File: src/rtl/noc_pkg.sv
// -----------------------------------------------------------------------------
// noc_pkg
// Shared definitions for the 5-port NoC router.
//   N_PORTS     : number of router ports (and of input FIFOs per output port)
//   FLIT_W      : flit width in bits
//   port_e      : port index naming (LOCAL, NORTH, EAST, SOUTH, WEST)
//   arb_state_e : output arbiter state (IDLE, XFER)
// -----------------------------------------------------------------------------
package noc_pkg;

   localparam int N_PORTS = 5;
   localparam int FLIT_W  = 16;

   typedef enum logic [2:0] {
      LOCAL = 3'd0,
      NORTH = 3'd1,
      EAST  = 3'd2,
      SOUTH = 3'd3,
      WEST  = 3'd4
   } port_e;

   typedef enum logic [0:0] {
      IDLE = 1'b0,
      XFER = 1'b1
   } arb_state_e;

endpackage

File: src/rtl/noc_rr_output_arbiter_rr_pick.sv
// -----------------------------------------------------------------------------
// rr_pick
// Combinational N-way round-robin priority encoder.
//   req    in  N      request vector
//   rr_ptr in  SEL_W  index with highest priority this round
//   idx    out SEL_W  first requesting index, searching rr_ptr, rr_ptr+1, ... mod N
//   valid  out 1      at least one request present
// -----------------------------------------------------------------------------
module rr_pick #(
   parameter int N     = 5,
   parameter int SEL_W = 3
) (
   input  logic [N-1:0]     req,
   input  logic [SEL_W-1:0] rr_ptr,
   output logic [SEL_W-1:0] idx,
   output logic             valid
);

   int cand;

   always_comb begin
      idx   = '0;
      valid = 1'b0;
      cand  = 0;
      // Walk offsets 0..N-1 from the pointer; the first hit wins.
      for (int k = 0; k < N; k++) begin
         cand = (int'(rr_ptr) + k) % N;
         if (!valid && req[cand]) begin
            valid = 1'b1;
            idx   = SEL_W'(cand);
         end
      end
   end

endmodule

File: src/rtl/noc_rr_output_arbiter.sv
// -----------------------------------------------------------------------------
// noc_rr_output_arbiter
// Per-output-port scheduler: shares one output link among N input FIFOs with
// round-robin arbitration and wormhole (packet-level) locking.
//   clk, rst  : rising-edge clock, synchronous active-high reset
//   req[i]    : input FIFO i non-empty and its head flit targets this port
//   tail[i]   : head flit of FIFO i is a packet tail
//   dn_full   : downstream FIFO full
//   rd        : one-hot pop strobe to the granted input FIFO
//   sel       : crossbar select (granted index)
//   wr_out    : downstream FIFO write strobe, coincident with rd
//   busy      : a packet is locked (state XFER)
//   pkt_cnt   : packets completed (wraps)
//   flit_cnt  : flits forwarded (wraps)
//   wdog_err  : sticky, set when a packet exceeds MAX_FLITS and is force-released
// Handshake: a flit moves exactly in the cycle where rd[g] (= wr_out) is high;
// that requires the grant locked, req[g]=1 and dn_full=0. Nothing is buffered.
// -----------------------------------------------------------------------------
module noc_rr_output_arbiter
   import noc_pkg::*;
#(
   parameter int N         = N_PORTS,
   parameter int SEL_W     = 3,
   parameter int MAX_FLITS = 16,
   parameter int CNT_W     = 16
) (
   input  logic             clk,
   input  logic             rst,
   input  logic [N-1:0]     req,
   input  logic [N-1:0]     tail,
   input  logic             dn_full,
   output logic [N-1:0]     rd,
   output logic [SEL_W-1:0] sel,
   output logic             wr_out,
   output logic             busy,
   output logic [CNT_W-1:0] pkt_cnt,
   output logic [CNT_W-1:0] flit_cnt,
   output logic             wdog_err
);

   localparam int BEAT_W = $clog2(MAX_FLITS + 1);

   arb_state_e        state;
   logic [SEL_W-1:0]  grant;
   logic [SEL_W-1:0]  rr_ptr;
   logic [SEL_W-1:0]  next_ptr;
   logic [SEL_W-1:0]  pick_idx;
   logic              pick_valid;
   logic [BEAT_W-1:0] beats;
   logic              pop;
   logic              tail_pop;
   logic              wdog_hit;

   rr_pick #(
      .N     (N),
      .SEL_W (SEL_W)
   ) u_pick (
      .req    (req),
      .rr_ptr (rr_ptr),
      .idx    (pick_idx),
      .valid  (pick_valid)
   );

   // Pop strobe is combinational from the registered grant; gated by rst so a
   // reset arriving mid-packet never pops a flit in the reset cycle.
   always_comb begin
      rd = '0;
      if (state == XFER && !rst && !dn_full)
         rd[grant] = req[grant];
   end

   assign pop      = |rd;
   assign wr_out   = pop;
   assign sel      = grant;
   assign busy     = (state == XFER);
   assign tail_pop = pop & tail[grant];
   // beats counts pops already taken, so this pop is number MAX_FLITS.
   assign wdog_hit = pop & ~tail[grant] & (beats == BEAT_W'(MAX_FLITS - 1));
   assign next_ptr = (grant == SEL_W'(N - 1)) ? '0 : grant + SEL_W'(1);

   always_ff @(posedge clk) begin
      if (rst) begin
         state    <= IDLE;
         grant    <= '0;
         rr_ptr   <= '0;
         beats    <= '0;
         pkt_cnt  <= '0;
         flit_cnt <= '0;
         wdog_err <= 1'b0;
      end else begin
         case (state)
            IDLE: begin
               if (pick_valid) begin
                  grant <= pick_idx;
                  beats <= '0;
                  state <= XFER;
               end
            end
            XFER: begin
               if (pop) begin
                  flit_cnt <= flit_cnt + CNT_W'(1);
                  if (tail_pop) begin
                     pkt_cnt <= pkt_cnt + CNT_W'(1);
                     rr_ptr  <= next_ptr;
                     beats   <= '0;
                     state   <= IDLE;
                  end else if (wdog_hit) begin
                     wdog_err <= 1'b1;
                     rr_ptr   <= next_ptr;
                     beats    <= '0;
                     state    <= IDLE;
                  end else begin
                     beats <= beats + BEAT_W'(1);
                  end
               end
            end
            default: state <= IDLE;
         endcase
      end
   end

   a_rd_onehot: assert property (@(posedge clk) $onehot0(rd));

endmodule

File: config.mk
export PLATFORM = sky130hd
export DESIGN_NAME = noc_rr_output_arbiter
export DESIGN_NICKNAME = d
export VERILOG_FILES = /design/src/rtl/noc_pkg.sv /design/src/rtl/noc_rr_output_arbiter_rr_pick.sv /design/src/rtl/noc_rr_output_arbiter.sv
export SDC_FILE = /design/constraint.sdc
export NUM_CORES = 1
export LEC_CHECK = 0
export CAP_MARGIN = 20
export CORE_ASPECT_RATIO = 1.25
export CORE_MARGIN = 4
export CORE_UTILIZATION = 50
export DETAILED_ROUTE_END_ITERATION = 8
export HOLD_SLACK_MARGIN = 0.1
export PLACE_DENSITY = 0.78
export REMOVE_ABC_BUFFERS = 1
export SLEW_MARGIN = 20
export SYNTH_ARGS = -nofsm -noshare
export SYNTH_HDL_FRONTEND = slang
export SYNTH_SLANG_ARGS = --single-unit
File: constraint.sdc
create_clock -name clk -period 4.8 [get_ports clk]
set_input_delay 0.96 -clock clk [delete_from_list [all_inputs] [get_ports clk]]
set_output_delay 0.96 -clock clk [all_outputs]
set_load 0.005 [all_outputs]
# [Yosys cells after proc, flatten, opt, wreduce, memory -nomap -nowiden]
# Index checks and enable logic that the tools add are counted.
[op_classes] muxes=45 mul=0 n_bitwise=7 n_addsub=8 n_div=5 n_shift=0 n_lt_le_gt_ge=7 reduce_logical=21 n_eq_ne=4
[ops] operator="$lt 32x5->1 const B" n=5
[ops] operator="$mod 32x4->32 const B" n=4
[ops] operator="$add 16x1->16 const B" n=2
[ops] operator="$mod 4x4->32 const B" n=1
[ops] operator="$mux 5" n=5
[ops] operator="$mux 3" n=8
[ops] operator="$mux 1" n=22
[ops] operator="$bmux 1 s3" n=7
[ops] operator="$pmux 5 s2" n=1
[ops] operator="$add 3x2->4 const B" n=2
[ops] operator="$logic_and 1x1->1" n=7
[ops] operator="$logic_not 1->1" n=6
[ops] operator="$reduce_and 2->1" n=3
[ops] operator="$reduce_and 3->1" n=2
[ops] operator="$add 5x1->5 const B" n=1
[ops] operator="$and 5x5->5" n=1
[ops] operator="$eq 5x4->1 const B" n=1
[ops] operator="$reduce_or 5->1" n=1
[ops] operator="$add 3x1->4 const B" n=1
[ops] operator="$add 3x3->4 const B" n=1
[ops] operator="$lt 3x4->1 const B" n=1
[ops] operator="$reduce_and 4->1" n=1
[ops] operator="$add 3x1->3 const B" n=1
[ops] operator="$and 1x1->1" n=3
[ops] operator="8 further kinds" n=10
[totals] register_bits=45 latchBits=0 word_cells=104 mem_bits_rw=0 inputBits=13 romBits=0 memories=0

# [Logic depth before layout (Yosys ltp)]
# Gate-level depths: netlist (run 1).
[depth] ltp_word=19 ltp_mapped=21

# [Hierarchy]
# From an unflattened synthesis (run 1), not the netlist that was laid out.
[unflattened] cells_unflattened=504 area_unflattened_um2=3966.3
[modules_own_cells] mod="noc_rr_output_arbiter" seq_area_each_um2=900.9 n_inst=1 cells_per_inst=282 area_per_inst_um2=2374.8
[modules_own_cells] mod="rr_pick" seq_area_each_um2=0.0 n_inst=1 cells_per_inst=222 area_per_inst_um2=1591.5

# [Least setup slack after synthesis (run 1)]
# No wires, ideal clock.
[synth_timing] kind="register -> register" startpoint="reg rr_ptr[0]" endpoint="reg beats[3]" arrival_time_ns=4.831 slack_ns=-0.106 setup_time_ns=0.075 stages_incl_launch_ff=21 period_less_slack_ns=4.906 cell_sequence="dfxtp_1 buf_6 buf_6 clkbuf_1 inv_1 ha_1 clkbuf_1 clkbuf_1 inv_1 ha_1 nor2_1 a211o_1 nand2_1 ha_1 nor2b_1 o32ai_2 mux2_2 a221oi_4 a41oi_2 or3_4 o22ai_1"
[synth_between] elab_chain_cells=19 word_cells_on_any_way=39
[synth_rtl] element="from (decl)" line_no="noc_rr_output_arbiter.sv:45" rtl="logic [SEL_W-1:0] rr_ptr;"
[synth_rtl] element="from (signal assigned)" line_no="noc_rr_output_arbiter.sv:104" rtl="rr_ptr <= next_ptr;"
[synth_rtl] element="from (signal assigned)" line_no="noc_rr_output_arbiter.sv:109" rtl="rr_ptr <= next_ptr;"
[synth_rtl] element="parallel branches: the longest is 16 deep, another holds $mod 32x4->32"
[synth_rtl] element="$mux 1 (*)" line_no="noc_rr_output_arbiter_rr_pick.sv:28" rtl="if (!valid && req[cand]) begin"
[synth_rtl] element="$ne 2x2->1 (no line) (*)"
[synth_rtl] element="$reduce_and 2->1 (no line) (*)"
[synth_rtl] element="to (signal assigned)" line_no="noc_rr_output_arbiter.sv:113" rtl="beats <= beats + BEAT_W'(1);"
[synth_rtl] element="to (decl)" line_no="noc_rr_output_arbiter.sv:49" rtl="logic [BEAT_W-1:0] beats;"
# Every way passes the cells marked *. The select of a mux whose other input is x is not followed.
# A chain may end at the register's enable or synchronous reset.

# [Worst setup path in the final report (run 1)]
[layout_timing] startpoint="reg rr_ptr[1]" endpoint="reg beats[3]"
# The elaborated chain is that of the path after synthesis.

==> flow_metrics.tcl, run 1 <==
set metrics [dict create \
    die_x_um 85.0 \
    grt.busiest_layer "met2" \
    cp-start-kind "flip-flop" \
    yosys.area.top_type "dfxtp_1" \
    final_common_cell "clkdlybuf4s50_1" \
    status "completed" \
    synth_cells 450 \
    rsz0062_at_grt "false" \
    hp-class "flip-flop to flip-flop" \
    critical_path_class "flip-flop to flip-flop" \
    cts_tree "yes" \
    overflow 0 \
    dp_hpwl_um 6900 \
    nets 530 \
    fin_crit_sh_pct 92.0 \
    required_ns 5.03 \
    vias 3498 \
    die_h_um 104 \
    drt-initial-drc-count 187 \
    grt_usage_pct 21.2 \
    drc 0 \
    wl_um 9320 \
    post_cts_resized 0 \
    synthTopCellsByArea "dfxtp_1 (24%), ha_1 (8.4%), nor2_1 (5.3%)" \
    min_period_ns 4.41 \
    hold_violations 0 \
    critical_path_arrival_ns 4.64 \
    max_freq_mhz 227 \
    root_buffer "clkbuf_8" \
    max_slew.worst_pin.slew_ns 0.642 \
    io_pins 56 \
    synth.distinct_cells 79 \
    start_util_pct 52.2 \
    firstDrtPassIters 4 \
    grt_start_max_net_pins 44 \
    ir_worst_vdd_mv 0.176 \
    synth_top_cell_area_share_pct 24.3 \
    routed_via_density 6.01 \
    drv_slew 0 \
    routedWlPerCell_um 16.0 \
    met1_usage_pct 25.5 \
    seq_area_frac_synth_pct 24.3 \
    cts_sinks 45 \
    io_buffers 55 \
    setup_viol_count_final 0 \
    grtUsageMet2_pct 37.2 \
    holdWs_ns 0.492 \
    area_delta_synth_final_pct 18.6 \
    synth_flop_cell "dfxtp_1" \
    postCtsSetupBuffers 0 \
    worstSkewPairLatency_ns 0.29 \
    cts_buffers 5 \
    antenna_found_initial 0 \
    hold_buffers 0 \
    fin_skew_ns 0.00895 \
    rows 34 \
    grt_pass1_vias 3396 \
    ant_nets 0 \
    async_flop_share_pct 0 \
    relSlewSlack_pct 57.1 \
    power.density_mw_per_mm2 196 \
    syn_area_mm2 0.00371 \
    p_leak_nw 1.59 \
    cts.clk_slew.worst_paths_ns 0.08 \
    core_mm2 0.00710 \
    gp_congestion 0.931 \
    grt_pass1_wl_um 15900 \
    crit_path_end_kind "flip-flop" \
    maxCapViolCount 0 \
    postSynthRegisterBits 45 \
    tns_ns 0 \
    grt_use_met3_pct 3.57 \
    syn_area_per_cell_um2 8.24 \
    drive_gt1_share_pct 8.54 \
    final_cell_mix "clkdlybuf4s50_1 (55), nor2_1 (52), dfxtp_1 (45)" \
    synth_edf_count 0 \
    crit_fanout 10 \
    clock_path_buffers 2 \
    yosys_warnings 0 \
    die-area_mm2 0.00886 \
    htreeDepth 2 \
    antenna_cells 0 \
]
-- cell usage after synthesis, types with 3 or more instances --
library cell and count:
inv_1 18, a22oi_1 3, nor2_1 52, and3_1 8
ha_1 25, nand4_1 9, nor3b_1 5, o21ai_1 3
buf_6 4, o2111ai_1 3, nand2_1 32, a2111oi_0 4
dfxtp_1 45, and4_1 4, nand2b_1 7, nand3_1 16
and2_1 4, o211ai_1 6, a21oi_1 22, mux2i_1 12
nor2b_1 8, nand3b_1 3, o22ai_1 3, or3_1 9
xnor2_1 13, xor2_1 17, nor3_1 8, a311oi_1 3
mux2_2 3, mux4_2 4, clkbuf_1 21, o21ai_0 18
-- flip-flops by register name, summed over array words and instances (netlist names) --
register	flops
sel	3
flit_cnt	16
busy	1
pkt_cnt	16
wdog_err	1
beats	5
rr_ptr	3
-- power by group --
part	switching [mW]	leakage, nW	internal (mW)	total [mW]
clock	0.127	0.0554	0.156	0.283
combinational	0.103	1.18	0.0851	0.188
sequential	0.0113	0.363	0.378	0.390
total	0.241	1.59	0.620	0.860
-- path summary, 6_finish.rpt --
check	from	end	slack, ns	depth (start not counted)
setup / recovery	rr_ptr[1]	beats[3]	0.39	16
hold / removal	flit_cnt[15]	flit_cnt[15]	0.49	2
setup reg to reg	rr_ptr[1]	beats[3]	0.39	16
hold reg to reg	flit_cnt[15]	flit_cnt[15]	0.49	2
-- critical path, stage by stage (launching register included) --
cell,delay [ns]
dfxtp_1,0.49
inv_1,0.27
ha_1,0.33
xnor2_4,0.16
clkinv_2,0.10
ha_1,0.23
nor3b_1,0.07
a22oi_1,0.30
nand2_1,0.18
ha_1,0.27
nor2b_1,0.16
o32ai_2,0.34
mux2_2,0.42
a221oi_4,0.27
a41oi_2,0.18
or3_4,0.39
o22ai_1,0.16
-- routing by layer --
layer  part of all wire [%]  up-vias
met2                     50       96
li1                       -     1706
met5                      0        -
met3                    4.9       18
met1                     43     1678
met4                    2.0        0
-- metrics by stage --
step	cell area, um2	utilization, %	cells	setup WS [ns]	total power [mW]
global route	4400	61.9	582	0.0689	0.899
finish	4400	61.9	582	0.386	0.860
CTS	4400	61.9	582	0.413	0.864
global placement	4290	60.3	574	0.590	0.579
floorplan	3570	-	422	0.108	0.519
detailed placement	4290	60.3	574	0.419	0.582
-- cell type report --
type | instances | area [um2]
clock inverters | 2 | 38.8
inverters | 20 | 76.3
well taps | 90 | 113
clock buffers | 6 | 72.6
multi-input cells | 357 | 2590
repair buffers | 62 | 603
flip-flops and latches | 45 | 901
fillers | 603 | 2710
-- logic make-up (layout without fill, tap and decap cells) --
family	count (synthesis)	in the layout	share of synthesized area, %
xor+xnor	31	31	7.83
flops	45	45	24.3
simple gates	174	174	24.2
compound gates	106	106	22.0
fa+ha+maj	26	26	8.98
mux	20	20	6.99
buf+inv	48	90	5.77
Note: power is estimated with default switching activity, not from simulation.
==> run 2: changes to the inputs <==
--- a/config.mk
+++ b/config.mk
@@ -8,10 +8,11 @@
 export CAP_MARGIN = 20
 export CORE_ASPECT_RATIO = 1.25
 export CORE_MARGIN = 4
-export CORE_UTILIZATION = 50
+export CORE_UTILIZATION = 58
 export DETAILED_ROUTE_END_ITERATION = 8
+export DONT_BUFFER_PORTS = 1
 export HOLD_SLACK_MARGIN = 0.1
-export PLACE_DENSITY = 0.78
+export PLACE_DENSITY = 0.76
 export REMOVE_ABC_BUFFERS = 1
 export SLEW_MARGIN = 20
 export SYNTH_ARGS = -nofsm -noshare
==> flow_metrics.tcl, run 2 (same netlist as run 1, synthesis figures left out) <==
set metrics [dict create \
    relSlewSlack_pct 59.6 \
    fillers 569 \
    gp_congestion 0.907 \
    start_util_pct 59.7 \
    dp_hpwl_um 6320 \
    hold_violations 0 \
    drt-initial-drc-count 140 \
    maxCapViolCount 0 \
    min_to "beats[1]" \
    antenna_found_initial 0 \
    drive_gt1_share_pct 9.43 \
    fin_skew_ns 0.0111 \
    critical_path_class "flip-flop to flip-flop" \
    die_x_um 79.5 \
    vias 3246 \
    drv_slew 0 \
    rrSetupSlack_ns 0.40 \
    tns_ns 0 \
    required_ns 5.03 \
    post_cts_resized 0 \
    reg2regPathDepth 16 \
    whs_path_depth 2 \
    reg2reg_from "rr_ptr[1]" \
    die-area_mm2 0.00774 \
    dpl.cell_count 512 \
    grt_start_max_net_pins 45 \
    fin_crit_sh_pct 91.6 \
    postCtsSetupBuffers 0 \
    nets 473 \
    area_delta_synth_final_pct 3.21 \
    setup_ws_ns 0.404 \
    cp-start-kind "flip-flop" \
    cts.clk_slew.worst_paths_ns 0.09 \
    antenna_cells 0 \
    stdcell_count 520 \
    p_leak_nw 1.39 \
    final_cell_mix "nor2_1 (52), dfxtp_1 (45), nand2_1 (32)" \
    root_buffer "clkbuf_8" \
    max_freq_mhz 227 \
    final_common_cell "nor2_1" \
    firstDrtPassIters 4 \
    core_mm2 0.00621 \
    io_pins 56 \
    final_util_pct 61.7 \
    drc 0 \
    grt_usage_pct 22.2 \
    critical_path_arrival_ns 4.63 \
    dp_slack_ns 0.443 \
    hp-start "beats[1]" \
    rows 32 \
    setup_viol_count_final 0 \
    cts_sinks 45 \
    ant_nets 0 \
    hp-class "flip-flop to flip-flop" \
    hold_buffers 0 \
    clock_path_buffers 2 \
    largest_registers "flit_cnt x16, pkt_cnt x16, beats x5" \
    routedWlPerCell_um 16.4 \
    overflow 0 \
    min_period_ns 4.40 \
    cts_tree "yes" \
    htreeDepth 2 \
    die_h_um 97.4 \
    routed_via_density 6.24 \
    crit_fanout 10 \
    ir_worst_vdd_mv 0.308 \
    multi_input_comb_area_mm2 0.00259 \
    seqCellArea_um2 901 \
    rsz0062_at_grt "false" \
    cts_buffers 5 \
    io_buffers 0 \
    grt_pass1_wl_um 14500 \
    worstSkewPairLatency_ns 0.30 \
    reg2reg_to "beats[3]" \
    wl_um 8510 \
    crit_path_end_kind "flip-flop" \
    max_slew.worst_pin.slew_ns 0.607 \
    power.density_mw_per_mm2 217 \
    status "completed" \
    grt_pass1_vias 3081 \
]
==> run 2: changes by cell type in the layout (fill, tap and decap cells not counted) <==
cell             change
clkinv_4             -1
inv_6                +1
buf_4                -2
clkbuf_1             -1
clkdlybuf4s50_1     -55
clkinv_2             +1
==> run 2: worst max-delay path by stage <==
stage | startpoint | end | slack [ns] | cells after the start
after CTS | rr_ptr[1] | beats[3] | 0.41 | 16
final | rr_ptr[1] | beats[3] | 0.40 | 16
after global placement | rr_ptr[1] | beats[3] | 0.58 | 15
after global routing | rr_ptr[1] | beats[3] | 0.04 | 16
after floorplan | rr_ptr[0] | beats[3] | 0.11 | 15
after detailed placement | rr_ptr[1] | beats[3] | 0.44 | 16
==> run 2: critical path: stages (launching register included) <==
cell and delay (ns):
dfxtp_1 0.49, inv_1 0.26, ha_1 0.33, xnor2_4 0.21, clkinv_2 0.14, ha_1 0.26
nor2_1 0.14, a211o_1 0.20, nand2_1 0.12, ha_1 0.27, nor2b_1 0.16, o32ai_2 0.32
mux2_2 0.42, a221oi_4 0.26, a41oi_2 0.19, or3_4 0.40, o22ai_1 0.15
==> run 2: area by class of cell <==
type,count,share of cell area [%]
clock inverters,3,1.14
inverters,20,1.99
flip-flops and latches,45,23.5
well taps,85,2.78
multi-input cells,357,67.8
clock buffers,5,1.80
repair buffers,5,0.981
==> run 2: where the power goes <==
part / leakage, nW / internal (mW) / switching, mW
clock: 0.0585 / 0.156 / 0.132
sequential: 0.363 / 0.378 / 0.0126
combinational: 0.971 / 0.0676 / 0.0845
==> run 2: per-stage QoR <==
| stage | power, mW | hold slack (ns) | cell area (um2) |
|---|---|---|---|
| detailed placement | 0.549 | 0.475 | 3710 |
| global placement | 0.546 | 0.464 | 3710 |
| global route | 0.874 | 0.528 | 3830 |
| finish | 0.831 | 0.486 | 3830 |
| CTS | 0.836 | 0.486 | 3830 |
| floorplan | 0.519 | 0.448 | 3570 |
==> run 2: per-layer routing <==
layer	track usage (%)	up-vias	wire length [um]
li1	-	1593	-
met5	0	-	0
met2	39.1	88	4250
met4	5.95	0	135
met1	27.4	1556	3660
met3	3.90	9	465
==> run 3: changes to the inputs <==
==> constraint.sdc (replaced) <==
create_clock -name clk -period 4.8 [get_ports clk]
set_input_delay 1.2 -clock clk [delete_from_list [all_inputs] [get_ports clk]]
set_output_delay 1.2 -clock clk [all_outputs]
set_load 0.005 [all_outputs]
==> results of run 3 <==
Final layout, timing and power as in run 2 (identical DEF).
